===== src/rtl/ram_sicherer.sv =====
// Dumps a RAM region to the SD card: header word (count-1) at SD_BASIS, then the
// RAM words at SD_BASIS+1.., in the layout the SD-to-RAM loader reads back.
module ram_sicherer #(
  parameter int          ADDR_WIDTH = 16,
  parameter int          WORDSIZE   = 32,
  parameter logic [31:0] SD_BASIS   = 32'd0
) (
  input  logic                  Clock,
  input  logic                  Reset,
  input  logic                  Start,
  input  logic [ADDR_WIDTH-1:0] StartAdresse,
  input  logic [ADDR_WIDTH:0]   Anzahl,
  output logic                  Busy,
  output logic                  Fertig,
  output logic [ADDR_WIDTH-1:0] RAMAdresse,
  output logic                  RAMLesen,
  input  logic [WORDSIZE-1:0]   RAMDatenRein,
  output logic [31:0]           SDAdresse,
  output logic [WORDSIZE-1:0]   SDDaten,
  output logic                  SDSchreiben,
  input  logic                  SDBusy
);

  typedef enum logic [2:0] {
    IDLE     = 3'd0,
    HEADER   = 3'd1,
    SD_WAIT  = 3'd2,
    RAM_READ = 3'd3,
    RAM_WAIT = 3'd4,
    SD_WRITE = 3'd5,
    DONE     = 3'd6
  } state_t;

  localparam logic [ADDR_WIDTH-1:0] PTR_ONE  = {{(ADDR_WIDTH-1){1'b0}}, 1'b1};
  localparam logic [ADDR_WIDTH:0]   REST_ONE = {{ADDR_WIDTH{1'b0}}, 1'b1};

  state_t                state_r, state_s;
  logic [ADDR_WIDTH-1:0] ptr_r, ptr_s;
  logic [ADDR_WIDTH:0]   rest_r, rest_s;
  logic [31:0]           idx_r, idx_s;
  logic [WORDSIZE-1:0]   data_r, data_s;
  logic                  guard_r, guard_s;
  logic                  busy_r, busy_s;
  logic                  fertig_r, fertig_s;
  logic [ADDR_WIDTH-1:0] ram_adresse_r, ram_adresse_s;
  logic                  ram_lesen_r, ram_lesen_s;
  logic [31:0]           sd_adresse_r, sd_adresse_s;
  logic [WORDSIZE-1:0]   sd_daten_r, sd_daten_s;
  logic                  sd_schreiben_r, sd_schreiben_s;

  // Next-state and next-output logic; all outputs are registered from these values
  always_comb begin
    state_s        = state_r;
    ptr_s          = ptr_r;
    rest_s         = rest_r;
    idx_s          = idx_r;
    data_s         = data_r;
    guard_s        = guard_r;
    fertig_s       = 1'b0;
    ram_adresse_s  = ram_adresse_r;
    ram_lesen_s    = 1'b0;
    sd_adresse_s   = sd_adresse_r;
    sd_daten_s     = sd_daten_r;
    sd_schreiben_s = 1'b0;

    case (state_r)
      IDLE: begin
        if (Start) begin
          if (Anzahl != '0) begin
            ptr_s   = StartAdresse;
            rest_s  = Anzahl;
            idx_s   = 32'd0;
            state_s = HEADER;
          end else begin
            state_s = DONE;
          end
        end else begin
          state_s = IDLE;
        end
      end
      HEADER: begin
        if (!SDBusy) begin
          sd_schreiben_s = 1'b1;
          sd_adresse_s   = SD_BASIS;
          sd_daten_s     = WORDSIZE'(rest_r - REST_ONE);
          guard_s        = 1'b1;
          state_s        = SD_WAIT;
        end else begin
          state_s = HEADER;
        end
      end
      SD_WAIT: begin
        // The request is visible in the guard cycle; the writer's busy flag follows later
        if (guard_r) begin
          guard_s = 1'b0;
        end else if (!SDBusy) begin
          state_s = (rest_r == '0) ? DONE : RAM_READ;
        end else begin
          state_s = SD_WAIT;
        end
      end
      RAM_READ: state_s = RAM_WAIT;
      RAM_WAIT: begin
        data_s  = RAMDatenRein;
        state_s = SD_WRITE;
      end
      SD_WRITE: begin
        sd_schreiben_s = 1'b1;
        sd_adresse_s   = SD_BASIS + 32'd1 + idx_r;
        sd_daten_s     = data_r;
        ptr_s          = ptr_r + PTR_ONE;
        idx_s          = idx_r + 32'd1;
        rest_s         = rest_r - REST_ONE;
        guard_s        = 1'b1;
        state_s        = SD_WAIT;
      end
      DONE: begin
        fertig_s = 1'b1;
        state_s  = IDLE;
      end
      default: state_s = IDLE;
    endcase

    // RAM strobe must be visible during RAM_READ so data arrives in RAM_WAIT
    if (state_s == RAM_READ) begin
      ram_lesen_s   = 1'b1;
      ram_adresse_s = ptr_s;
    end else begin
      ram_lesen_s   = 1'b0;
    end

    busy_s = (state_s != IDLE);
  end

  // State, counter and output registers
  always_ff @(posedge Clock or negedge Reset) begin
    if (!Reset) begin
      state_r        <= IDLE;
      ptr_r          <= '0;
      rest_r         <= '0;
      idx_r          <= 32'd0;
      data_r         <= '0;
      guard_r        <= 1'b0;
      busy_r         <= 1'b0;
      fertig_r       <= 1'b0;
      ram_adresse_r  <= '0;
      ram_lesen_r    <= 1'b0;
      sd_adresse_r   <= 32'd0;
      sd_daten_r     <= '0;
      sd_schreiben_r <= 1'b0;
    end else begin
      state_r        <= state_s;
      ptr_r          <= ptr_s;
      rest_r         <= rest_s;
      idx_r          <= idx_s;
      data_r         <= data_s;
      guard_r        <= guard_s;
      busy_r         <= busy_s;
      fertig_r       <= fertig_s;
      ram_adresse_r  <= ram_adresse_s;
      ram_lesen_r    <= ram_lesen_s;
      sd_adresse_r   <= sd_adresse_s;
      sd_daten_r     <= sd_daten_s;
      sd_schreiben_r <= sd_schreiben_s;
    end
  end

  assign Busy        = busy_r;
  assign Fertig      = fertig_r;
  assign RAMAdresse  = ram_adresse_r;
  assign RAMLesen    = ram_lesen_r;
  assign SDAdresse   = sd_adresse_r;
  assign SDDaten     = sd_daten_r;
  assign SDSchreiben = sd_schreiben_r;

endmodule

===== config.mk =====
export PLATFORM = sky130hd
export DESIGN_NAME = ram_sicherer
export DESIGN_NICKNAME = d
export VERILOG_FILES = /design/src/rtl/ram_sicherer.sv
export SDC_FILE = /design/constraint.sdc
export NUM_CORES = 1
export LEC_CHECK = 0
export BUFFER_PORTS_ARGS = -buffer_cell sky130_fd_sc_hd__buf_2
export CAP_MARGIN = 0
export CORE_UTILIZATION = 60
export CTS_CLUSTER_DIAMETER = 40
export DETAILED_ROUTE_END_ITERATION = 6
export PLACE_DENSITY = 0.82
export SLEW_MARGIN = 10
export SYNTH_ARGS = -nofsm -noshare
export SYNTH_HDL_FRONTEND = slang
export SYNTH_SLANG_ARGS = --single-unit

===== constraint.sdc =====
create_clock -name Clock -period 3.8 [get_ports Clock]
set_input_delay 0.19 -clock Clock [delete_from_list [all_inputs] [get_ports Clock]]
set_output_delay 0.19 -clock Clock [all_outputs]
set_load 0.05 [all_outputs]

### Word level (Yosys, flattened, before mapping)

Index checks and enable logic that the tools add are counted.

| cells by class | value |
|---|---|
| add/sub/neg operators | 4 |
| multipliers | 0 |
| shift-type cells | 0 |
| div/mod/pow operators | 0 |
| bitwise gates (word level) | 0 |
| muxes and demuxes | 26 |
| reduce and logical (&&, ||, !) cells | 10 |
| eq/ne operators | 10 |
| $lt $le $gt $ge | 0 |

Operators with widths:

| cell | number |
|---|---|
| 32-bit one-hot mux with 2 select lines | 3 |
| 32-bit two-way mux | 4 |
| 17-bit two-way mux | 2 |
| 17-bit one-hot mux with 2 select lines | 1 |
| 32-bit by 1-bit adder with 32-bit output, second input constant | 1 |
| 16-bit two-way mux | 2 |
| 16-bit one-hot mux with 2 select lines | 1 |
| 3-bit one-hot mux with 6 select lines | 1 |
| 17-bit by 1-bit subtractor with 18-bit output, second input constant | 1 |
| 17-bit logical NOT | 1 |
| 17-bit nonzero test | 1 |
| 17-bit by 1-bit subtractor with 17-bit output, second input constant | 1 |
| 16-bit by 1-bit adder with 16-bit output, second input constant | 1 |
| 3-bit two-way mux | 5 |
| 3-bit by 2-bit equality test with 1-bit output, second input constant | 3 |
| 3-bit equality test, second input constant | 3 |
| 2-bit inequality test, second input constant | 3 |
| 3-bit nonzero test | 2 |
| 1-bit two-way mux | 4 |
| 2-bit AND reduction | 2 |
| 2-bit nonzero test | 2 |
| 3-bit by 1-bit equality test with 1-bit output, second input constant | 1 |
| 3-bit logical NOT | 1 |
| 1-bit one-hot mux with 3 select lines | 1 |
| other kinds (3) | 3 |

| storage, ports and cells | value |
|---|---|
| flip-flop bits (word level) | 185 |
| word-level logic and storage cells | 63 |
| memory bits (writable) | 0 |
| memories kept | 0 |
| bits of input ports | 69 |
| memory bits (read-only) | 0 |
| output and inout port bits | 84 |
| latch bits | 0 |

### Longest topological paths before layout

Gate-level depths: netlist of run 1.

| logic depth | value |
|---|---|
| word-level depth | 7 |
| mapped depth | 9 |

### Worst setup path after synthesis of run 1

No wires, ideal clock.

| path | value |
|---|---|
| path kind | register to register |
| start point | register rest_r[0] |
| end point | register rest_r[14] |
| stages on the path, launching flop included | 8 |
| path slack | 1.568 ns |
| arrival | 2.132 ns |
| data required time | 3.701 ns |
| path buffers | 0 |
| cells stage by stage | dfrtp_1 > inv_1 > ha_1 > or3b_1 > or4_4 > o41ai_1 > a21oi_1 > a311oi_1 |

| between the ends | value |
|---|---|
| longest elaborated chain between the ends | 2 |

Ends and longest elaborated chain:

| element | RTL line | source |
|---|---|---|
| from (decl) | 39 | `logic [ADDR_WIDTH:0] rest_r, rest_s;` |
| from (signal assigned) | 154 | `rest_r <= rest_s;` |
| 17-bit by 1-bit subtractor with 17-bit output | 113 | `rest_s = rest_r - REST_ONE;` |
| 17-bit one-hot mux with 2 select lines | 66 | `case (state_r)` |

No other way between the ends.
A chain may end at the register's enable or synchronous reset.

### Worst setup path after layout of run 1

| path | value |
|---|---|
| start point | register rest_r[11] |
| end point | register state_r[0] |

| between the ends | value |
|---|---|
| longest elaborated chain between the ends | 5 |

Ends and longest elaborated chain:

| element | RTL line | source |
|---|---|---|
| 17-bit logical NOT | 97 | `state_s = (rest_r == '0) ? DONE : RAM_READ;` |
| 3-bit two-way mux | 97 |  |
| 3-bit two-way mux | 96 | `end else if (!SDBusy) begin` |
| 3-bit two-way mux | 94 | `if (guard_r) begin` |
| 3-bit one-hot mux with 6 select lines | 66 |  |
| named net state_s[0] | 37 | `state_t state_r, state_s;` |
| to (signal assigned) | 152 | `state_r <= state_s;` |
| to (decl) | 37 |  |

The timed path passes the listed nets, and every way through them passes these cells.

==> results of run 1 <==
per-stage QoR:
stage / instance area [µm²] / worst slack, ps
after CTS: 10460 / 1163
final: 10460 / 1161
after floorplan: 8641 / 1568
after detailed placement: 9520 / 1167
after global placement: 9520 / 1278
after global routing: 10460 / 874.2
state kept, by name (all words and copies together), names as in the netlist, 3 cells and up:
| name | flops |
|---|---|
| SDAdresse | 32 |
| SDDaten | 32 |
| data_r | 32 |
| idx_r | 32 |
| rest_r | 17 |
| RAMAdresse | 16 |
| ptr_r | 16 |
| state_r | 3 |
worst max-delay path, cell delays in order (launching register included):
cell and delay (ps):
dfrtp_1 480, or4_1 550, nor4_1 410, a21o_1 440
inv_2 230, or3_1 400
cell families after synthesis:
logic type / count (synthesis) / synth area share
buffers and inverters: 73 / 0.03345
flip-flops: 185 / 0.5358
multiplexers: 37 / 0.04778
AND/OR/NAND/NOR: 281 / 0.1629
XOR/XNOR: 43 / 0.04359
adder cells (fa/ha/maj): 3 / 0.004345
AO/OA/AOI/OAI: 233 / 0.1722
layer usage:
layer	wire (µm)	part of all wire	track usage	up-vias
met3	1745	0.080	0.08240	42
met5	0	0	0	-
met2	10050	0.46	0.4696	322
met1	9515	0.44	0.4272	3600
li1	-	-	-	3438
met4	408	0.019	0.1019	0
cells in the mapped netlist, types with 9 or more instances:
cell type  instances  area share
nand3_1           36       0.021
o211ai_1          10      0.0087
nor4_1            12      0.0087
nand2_1          105       0.046
nor2_1            43       0.019
a31oi_1           10      0.0072
o21ai_0           91       0.053
a22oi_1           17       0.015
a221o_1           18       0.021
nand4_1           15       0.011
buf_2             11      0.0064
and2_1            10      0.0072
dfrtp_1          185        0.54
or3_1              9      0.0065
xnor2_1           26       0.026
clkbuf_1          45       0.020
and3_1            10      0.0072
mux2_2            34       0.044
a21oi_1           36       0.021
inv_1             12      0.0052
nor3_1             9      0.0052
xor2_1            17       0.017
power by group through the flow:
stage          combinational (mW)  clock [mW]  sequential [mW]
3_3_place_gp                 2.84           0             3.12
3_5_place_dp                 2.93           0             3.16
4_1_cts                      2.97        1.62             3.14
2_1_floorplan                1.46           0             3.81
6_report                     2.98        1.61             3.17
5_1_grt                      3.24        1.69             3.24
final timing paths:
check | end | slack, ps
min reg2reg | SDAdresse[17] | 470
max reg2reg | state_r[0] | 1160
max in group asynchronous | ptr_r[1] | 2430
min in group asynchronous | SDAdresse[1] | 400
min | data_r[6] | 10
max | state_r[0] | 1160
layout make-up:
| cell class | count | share of cell area |
|---|---|---|
| clock inverters | 9 | 0.007415 |
| flip-flops and latches | 185 | 0.4425 |
| well taps | 180 | 0.02153 |
| repair buffers | 207 | 0.1240 |
| multi-input cells | 597 | 0.3575 |
| clock buffers | 22 | 0.04245 |
| inverters | 13 | 0.004664 |
==> results.md, run 1 <==
- Cell variety after synth: 58
- Result of the run: finished, final reports clean
- FF+latch area: 0.004629 mm²
- Placeable Area: 0.01399 mm²
- Final Hold Fails: 0
- Detailed-route via count: 7402
- Total grt overflow: 0
- Avg Inst Size Synth: 10.11 µm²
- Rows: 43
- Top FF cell, synth: dfrtp_1
- DRT iter0 DRCs: 576
- Final Skew: 8.913 ps
- Largest net degree at the start of global routing: 94
- PwrDens: 741.7 mW/mm²
- Routed wire length: 21720 µm
- Commonest non-fill, non-tap cell in the layout: dfrtp_1
- Share of cells above drive strength 1: 0.2343
- Worst vdd ir: 0.5598 mV
- Final setup fails: 0
- Area of the multi-input gates: 0.003740 mm²
- Slew @ Worst Pin: 1053 ps
- Crit Path Max Fanout: 18
- Clock Power Share: 0.207
- Routed vias/inst: 6.102
- Post-DP HPWL: 14130 µm
- Fill cells: 967
- Post-synthesis register bit count: 185
- Net Count, Synth: 927
- Finished Layout Cells: 1213
- Inserted Diodes: 0
- Setup tns final: 0 ps
- Port bufs: 152
- Die W: 122.0 µm
- Final Cycle Share: 0.6944
- Cells on worst reg2reg path: 5
- Worst reg2reg path startpoint: rest_r[11]
- Die Y: 122.0 µm
- Synth warn: 0
- Final min period: 2639 ps
- Sequential-to-total area share from yosys stat: 0.5358
- Critical Path Source Type: register
- Netlist Area Pre-Place: 0.008641 mm²
- Drt wl/cell: 17.90 µm
- CP Data Required Time: 4110 ps
- Critical path class: register to register
- CTS tree: done
- Total Routing Usage GR: 0.3075
- Gpl congestion: 0.8145
- Data arrival, critical path: 2950 ps
- Hold_sp: RAMDatenRein[6]
- Post-synth EDFFs: 0
- Dpl cells: 1140
- Hold WS: 11.80 ps
- Top Ports: 153
- Cells after Synth: 855
- # DRC: 0
- Total die area: 0.01489 mm²
- Worst Hold Class: input pin to register
- Hold bufs inserted after CTS: 42
- Post-CTS setup buffers: 0
- Vias in the first global route: 6952
- Antenna-violating nets left: 0
- CP Capture Type: register
- Worst-skew pair later-pin latency: 430 ps
- Post-synth ARST share: 1.000
- Sw power: 3.274 mW
- Commonest non-fill, non-tap cells in the layout: dfrtp_1, buf_2, nand2_1
- CTS H-tree lvls: 4
- Tot Pwr: 7.760 mW
- Max clock buf depth: 2
- Global-route wire length before repair: 35040 µm
- RSZ-0062 raised after global routing: no
- Fin nets: 1093
- Initial DRT Pass Iterations: 5
- Final Slew Violations: 0
- CP Launch Point: rest_r[11]
- Max-cap violation count: 0
- Seq pwr share: 0.408
- Post-CTS Resized: 0
- Area Overhead vs Synth: 21.08%
- Leak pwr: 4.714 nW
- Reg clk slew, reported paths: 60 ps
- Initial core utilization: 0.6177
- Fmax: 379.0 MHz
- Initial antenna violation count: 0
- Switch share: 0.4219
- CTS Root Cell: clkbuf_16
- Logic pwr share: 0.384
- Max-slew headroom: 0.2961
- CTS buffer count: 17
- CTS sink cnt: 185
- Final core utilization: 0.7479
- Int Pwr: 4.486 mW
- Hold Path Cell Cnt: 2
Power figures use the tool's default switching activity.
==> run 2: changes to the inputs <==
- CORE_UTILIZATION: 60 -> 56
- PLACE_DENSITY: 0.82 -> 0.77
- clock period: 3.8 -> 2.5 ns (I/O delays scaled with it)
==> results.md, run 2 (synthesis results as in run 1) <==
- Result of the run: finished, final reports clean
- Worst path cell trace: inv_1 > ha_1 > or3b_4 > or4_4 > o41ai_2 > a21oi_1 > a311oi_1
- Placeable Area: 0.01515 mm² (+8.3%)
- CP peak stage delay: 530 ps (-20 ps)
- Final Slew Violations: 0 (unchanged)
- # DRC: 0 (unchanged)
- Max clock buf depth: 2 (unchanged)
- Worst Hold Class: input pin to register
- Global-route wire length before repair: 35540 µm (+1.4%)
- CTS sink cnt: 185 (unchanged)
- CP Data Required Time: 2840 ps (-1270 ps)
- Post-CTS setup buffers: 0 (unchanged)
- Logic pwr share: 0.390 (+0.006)
- Critical Path Stages: 7 (+2)
- Worst-skew pair later-pin latency: 440 ps (about the same)
- Die Y: 126.2 µm (+3.5%)
- Hold_sp: Anzahl[7]
- Routed vias/inst: 5.924 (-2.9%)
- Slowest stage cell, crit path: or4_4
- Reg clk slew, reported paths: 70 ps (about the same)
- Leak pwr: 4.912 nW (+4.2%)
- Inserted Diodes: 0 (unchanged)
- Detailed-route via count: 7434 (+0.43%)
- Setup WS pre-CTS: 66.32 ps (-1100 ps)
- Slew @ Worst Pin: 689.3 ps (-364.0 ps)
- Rows: 45 (+4.7%)
- PwrDens: 1116 mW/mm² (+50%)
- Final setup fails: 0 (unchanged)
- Largest net degree at the start of global routing: 88 (-6.4%)
- Final Skew: 15.59 ps (+6.675 ps)
- CTS H-tree lvls: 4 (unchanged)
- Fill cells: 1082 (+12%)
- Area of the multi-input gates: 0.003750 mm² (+0.27%)
- CTS buffer count: 17 (unchanged)
- Die W: 126.2 µm (+3.5%)
- WP buf/inv: 1 (unchanged)
- Worst path top cell family by delay: simple AND/OR/NAND/NOR gates
- Total Routing Usage GR: 0.2841 (-0.02344)
- Antenna-violating nets left: 0 (unchanged)
- Hold WS: 14.96 ps (+3.154 ps)
- Max-cap violation count: 0 (unchanged)
- Worst vdd ir: 0.7858 mV (+40%)
- Routed wire length: 21780 µm (+0.30%)
- Total grt overflow: 0 (unchanged)
- Vias in the first global route: 7179 (+3.3%)
- Seq pwr share: 0.391 (-0.017)
- Critical Path Source Type: register
- Worst hold endpoint: rest_r[7]
- Worst reg2reg path startpoint: rest_r[0]
- Port bufs: 152 (unchanged)
- Int Pwr: 7.060 mW (+57%)
- Switch share: 0.4172 (-0.004750)
- Data arrival, critical path: 2750 ps (-200 ps)
- DRT iter0 DRCs: 571 (-0.87%)
- Area Overhead vs Synth: 25.60%
- Initial antenna violation count: 0 (unchanged)
- Cells on worst reg2reg path: 7 (+2)
- Clock Power Share: 0.219 (+0.012)
- Final min period: 2418 ps (-221.3 ps)
- Fin nets: 1126 (+3.0%)
- Final Hold Fails: 0 (unchanged)
- Commonest non-fill, non-tap cells in the layout: dfrtp_1, buf_2, nand2_1
- CTS Root Cell: clkbuf_16
- Initial core utilization: 0.5705 (-0.04720)
- CTS tree: done
- Sw power: 5.053 mW (+54%)
- Commonest non-fill, non-tap cell in the layout: dfrtp_1
- Top Ports: 153 (unchanged)
- Crit Path Max Fanout: 6 (-12)
- Gpl congestion: 0.8560 (+5.1%)
- Tot Pwr: 12.11 mW (+56%)
- Final Cycle Share: 0.9670 (+0.2726)
- Post-DP HPWL: 13600 µm (-3.8%)
- Final Worst Setup Slack: 82.43 ps (-1079 ps)
- FF+latch area: 0.004629 mm² (unchanged)
- Total die area: 0.01593 mm² (+7.0%)
- Drt wl/cell: 17.36 µm (-3.1%)
- FF-to-FF End: rest_r[14]
- R2R setup slack: 80 ps (-1080 ps)
- Initial DRT Pass Iterations: 5 (unchanged)
- Critical path class: register to register
- CP Capture Type: register
- Share of cells above drive strength 1: 0.2493 (+0.01503)
- Hold Path Cell Cnt: 3 (+1)
- Max-slew headroom: 0.5405 (+0.2444)
- Fmax: 413.6 MHz (+9.2%)
==> run 2: cell count changes in the layout (fill, tap and decap cells not counted), sizes merged <==
cell and delta:
buf +16, bufinv +1, inv +3, clkbuf -3, dlygate4sd3 +16, clkinv +2, clkinvlp -1
==> run 2: layout make-up <==
class / count / area share
multi-input combinational: 597 / 0.3455
timing repair buffer: 240 / 0.1486
clock buffer: 18 / 0.03954
sequential: 185 / 0.4266
inverter: 13 / 0.004496
tap: 188 / 0.02167
clock inverter: 14 / 0.01360
==> run 2: what timing repair did <==
item | 4_1_cts | 5_1_grt
setup endpoints to repair | 0 | 1
hold buffers | 58 | 0
endpoints found under the hold margin | 138 | 0
resized for setup | 0 | 2
==> run 2: worst max-delay path by stage <==
stage	start	endpoint
final	rest_r[0]	rest_r[14]
after global routing	rest_r[0]	rest_r[14]
after CTS	rest_r[0]	rest_r[14]
after detailed placement	rest_r[0]	rest_r[14]
after global placement	rest_r[0]	rest_r[14]
after floorplan	rest_r[0]	rest_r[14]
==> run 2: stage by stage <==
stage	std cells	instance area (µm²)	TNS, ps	utilization
finish	1255	10850	0	0.7166
global route	1255	10850	-7.745	0.7166
CTS	1255	10840	0	0.7159
detailed placement	1165	9686	0	0.6395
global placement	1165	9686	0	0.6395
floorplan	855	8641	0	-
==> run 2: power by group through the flow <==
| stage | Sequential [mW] | Combinational (mW) | Clock (mW) |
|---|---|---|---|
| 2_1_floorplan | 5.79 | 2.22 | 0 |
| 5_1_grt | 4.85 | 5.11 | 2.79 |
| 3_5_place_dp | 4.73 | 4.60 | 0 |
| 6_report | 4.73 | 4.73 | 2.65 |
| 3_3_place_gp | 4.70 | 4.51 | 0 |
| 4_1_cts | 4.69 | 4.69 | 2.69 |
==> run 2: metal layers <==
metal | wire length [µm] | vias up | track usage
met5 | 0 | - | 0
met4 | 408 | 0 | 0.1013
met3 | 1237 | 33 | 0.05820
met2 | 10200 | 282 | 0.4374
met1 | 9934 | 3620 | 0.4017
li1 | - | 3499 | -
==> run 2: tightest hold or removal path, stage by stage <==
cell	delay (ps)
buf_2	110
nor2_1	120
a311oi_1	60
==> run 3: changes to the inputs <==
- ABC_AREA: unset -> 1
==> results.md, run 3 <==
- Final Slew Violations: 0 (unchanged)
- Area Overhead vs Synth: 25.76%
- Port bufs: 152 (unchanged)
- Vias in the first global route: 7998 (+11%)
- Post-DP HPWL: 15460 µm (+14%)
- Crit Path Max Fanout: 18 (+12)
- Data arrival, critical path: 2550 ps (-200 ps)
- Critical Path Source Type: register
- Synth top cells by count: nand2_1, dfrtp_1, nor2_1, nand3_1, inv_1
- Post-synth EDFFs: 0 (unchanged)
- Synth warn: 0 (unchanged)
- Final Cycle Share: 0.8913 (-0.07574)
- CTS Root Cell: clkbuf_16
- CTS tree: done
- Final instance area: 0.01102 mm² (+1.5%)
- Most frequent CP cell: nand2_1
- CP peak stage delay: 470 ps (-60 ps)
- Total die area: 0.01615 mm² (+1.4%)
- CTS buffer count: 17 (unchanged)
- RSZ-0062 raised after global routing: no
- CP Data Required Time: 2820 ps (-20 ps)
- GRT Max-Usage Layer: met2
- Tot Pwr: 11.78 mW (-2.8%)
- CP Capture Type: register
- Worst path cell trace: inv_1 > ha_1 > nand2_1 > nor2_2 > nand3_2 > nand2_1 > a21oi_4 > inv_2 > nand2_1 > nand2_1
- DRT iter0 DRCs: 678 (+19%)
- Post-synthesis register bit count: 185 (unchanged)
- Post-synth ARST share: 1.000 (unchanged)
- Leak pwr: 5.612 nW (+14%)
- PwrDens: 1069 mW/mm² (-4.2%)
- Met2 Use GR: 0.5233 (+0.08583)
- Final Skew: 9.932 ps (-5.657 ps)
- R2R setup slack: 270 ps (+190 ps)
- Commonest non-fill, non-tap cells in the layout: nand2_1, dfrtp_1, buf_2
- Fmax: 448.8 MHz (+8.5%)
- Post-CTS setup buffers: 0 (unchanged)
- Top cell type's share of synthesized area: 0.5283 (-0.007496)
- Avg Inst Size Synth: 8.322 µm² (-18%)
- GRT met3 Usage: 0.06156 (+0.003359)
- Global-route wire length before repair: 38520 µm (+8.4%)
- Largest net degree at the start of global routing: 66 (-25%)
- Worst vdd ir: 0.9679 mV (+23%)
- Placed cell areas: 0.009818 mm² (+1.4%)
- Reg clk slew, reported paths: 80 ps (about the same)
- Initial antenna violation count: 1 (+1)
- Worst path top cell family by delay: simple AND/OR/NAND/NOR gates
- Die Y: 127.1 µm (+0.70%)
- Top Ports: 153 (unchanged)
- Commonest non-fill, non-tap cell in the layout: nand2_1
- Top FF cell, synth: dfrtp_1
- Total Routing Usage GR: 0.3037 (+0.01965)
- Critical path class: register to register
- WP buf/inv: 2 (+1)
- Routed wire length: 23060 µm (+5.8%)
- GRT met1 Usage: 0.3744 (-0.02723)
- Die W: 127.1 µm (+0.70%)
- Netlist Area Pre-Place: 0.008763 mm² (+1.4%)
- Sequential-to-total area share from yosys stat: 0.5283 (-0.007496)
- Max clock buf depth: 2 (unchanged)
- CTS sink cnt: 185 (unchanged)
- Initial DRT Pass Iterations: 7 (+2)
- Max-cap violation count: 0 (unchanged)
- Total grt overflow: 0 (unchanged)
- Top cells by area, synth: dfrtp_1, nand2_1, nand3_1
- Area leader, netlist: dfrtp_1
- Net Count, Synth: 1125 (+21%)
- CTS H-tree lvls: 4 (unchanged)
- # DRC: 1 (+1)
- Final setup fails: 0 (unchanged)
- Worst-skew pair later-pin latency: 440 ps (about the same)
- Hold WS: 16.23 ps (+1.276 ps)
- Antenna-violating nets left: 0 (unchanged)
- Gpl congestion: 0.9506 (+11%)
- Most numerous cell in the Yosys netlist: nand2_1
- Max-slew headroom: 0.6179 (+0.07742)
- Share of cells above drive strength 1: 0.1945 (-0.05477)
- Result of the run: finished with violations
- Cells after Synth: 1053 (+23%)
- Placeable Area: 0.01526 mm² (+0.74%)
- Setup tns final: 0 ps (unchanged)
- Initial core utilization: 0.5743 (+0.003826)
- Drt wl/cell: 15.45 µm (-11%)
- Slew @ Worst Pin: 568.8 ps (-120.5 ps)
- Routed vias/inst: 5.372 (-9.3%)
- Slowest stage cell, crit path: a21oi_4
- Fin nets: 1339 (+19%)
- Rows: 45 (unchanged)
- Final Hold Fails: 0 (unchanged)
- Cell variety after synth: 34 (-41%)
- Final min period: 2228 ps (-189.3 ps)
- Failing checks: design-rule violations
- Worst Hold Class: input pin to register
- Detailed-route via count: 8015 (+7.8%)
-- run 3: cell count changes in the layout (fill, tap and decap cells not counted), sizes merged, moves of 14 or more --
cell and change:
nand2 +236, inv +79, nand3 +66, nor2 +62, o21ai -38, a21oi -26, xnor2 -24, a221o -18
buf -14
-- run 3: layout make-up --
| class | count | area [µm²] |
|---|---|---|
| Sequential cell | 185 | 4629 |
| Timing Repair Buffer | 230 | 1573 |
| Clock inverter | 15 | 153.9 |
| Tap cell | 211 | 264.0 |
| Inverter | 87 | 326.6 |
| Fill cell | 1145 | 4238 |
| Antenna cell | 1 | 2.502 |
| Multi-Input combinational cell | 746 | 3646 |
| Clock buffer | 17 | 425.4 |
-- run 3: repair_timing --
item,CTS,global route
resized for setup,0,0
endpoints found under the hold margin,123,0
setup endpoints to repair,0,0
hold buffers,62,0
-- run 3: through the flow --
stage | cells | util | setup WS [ps]
after floorplan | 1053 | - | 828.1
final | 1492 | 0.7223 | 271.8
after global placement | 1397 | 0.6435 | 422.2
after detailed placement | 1397 | 0.6435 | 357.6
after CTS | 1491 | 0.7221 | 303.8
after global routing | 1492 | 0.7223 | 39.96
-- run 3: logic make-up (layout without fill, tap and decap cells) --
group | after synthesis | in the layout | share of synthesized area
buffers and inverters | 122 | 349 | 0.05654
AOI/OAI and AO/OA | 113 | 113 | 0.07838
other | 0 | 1 | 0
and+or+nand+nor | 585 | 585 | 0.2784
xor gates and xnor gates | 13 | 13 | 0.01299
adders and majority gates | 3 | 3 | 0.004284
DFF | 185 | 185 | 0.5283
muxes | 32 | 32 | 0.04112
-- run 3: final timing paths --
check,from,endpoint,cells past startpoint
max in group asynchronous,Reset,ptr_r[15],3
setup / recovery,rest_r[0],RAMAdresse[5],10
hold / removal,StartAdresse[8],ptr_r[8],3
min in group asynchronous,Reset,SDDaten[0],2
hold reg to reg,SDAdresse[4],SDAdresse[4],2
setup reg to reg,rest_r[0],RAMAdresse[5],10
-- run 3: worst register-to-register path: cells and delay by family (launching register included) --
| family | cells | cell delay, ps |
|---|---|---|
| AO/OA/AOI/OAI | 1 | 470 |
| adder cells (fa/ha/maj) | 1 | 240 |
| buffers and inverters | 2 | 380 |
| flip-flops | 1 | 350 |
| AND/OR/NAND/NOR | 6 | 690 |
-- run 3: per-layer routing --
metal / up-vias / part of all wire
li1: 3871 / -
met3: 59 / 0.054
met4: 0 / 0.030
met5: - / 0
met2: 262 / 0.50
met1: 3823 / 0.42
-- run 3: power by group --
| group | switching, mW | total [mW] | internal, mW |
|---|---|---|---|
| logic | 3.14 | 4.56 | 1.42 |
| registers | 0.669 | 4.58 | 3.91 |
| clock network | 1.31 | 2.64 | 1.33 |
| total | 5.12 | 11.8 | 6.66 |
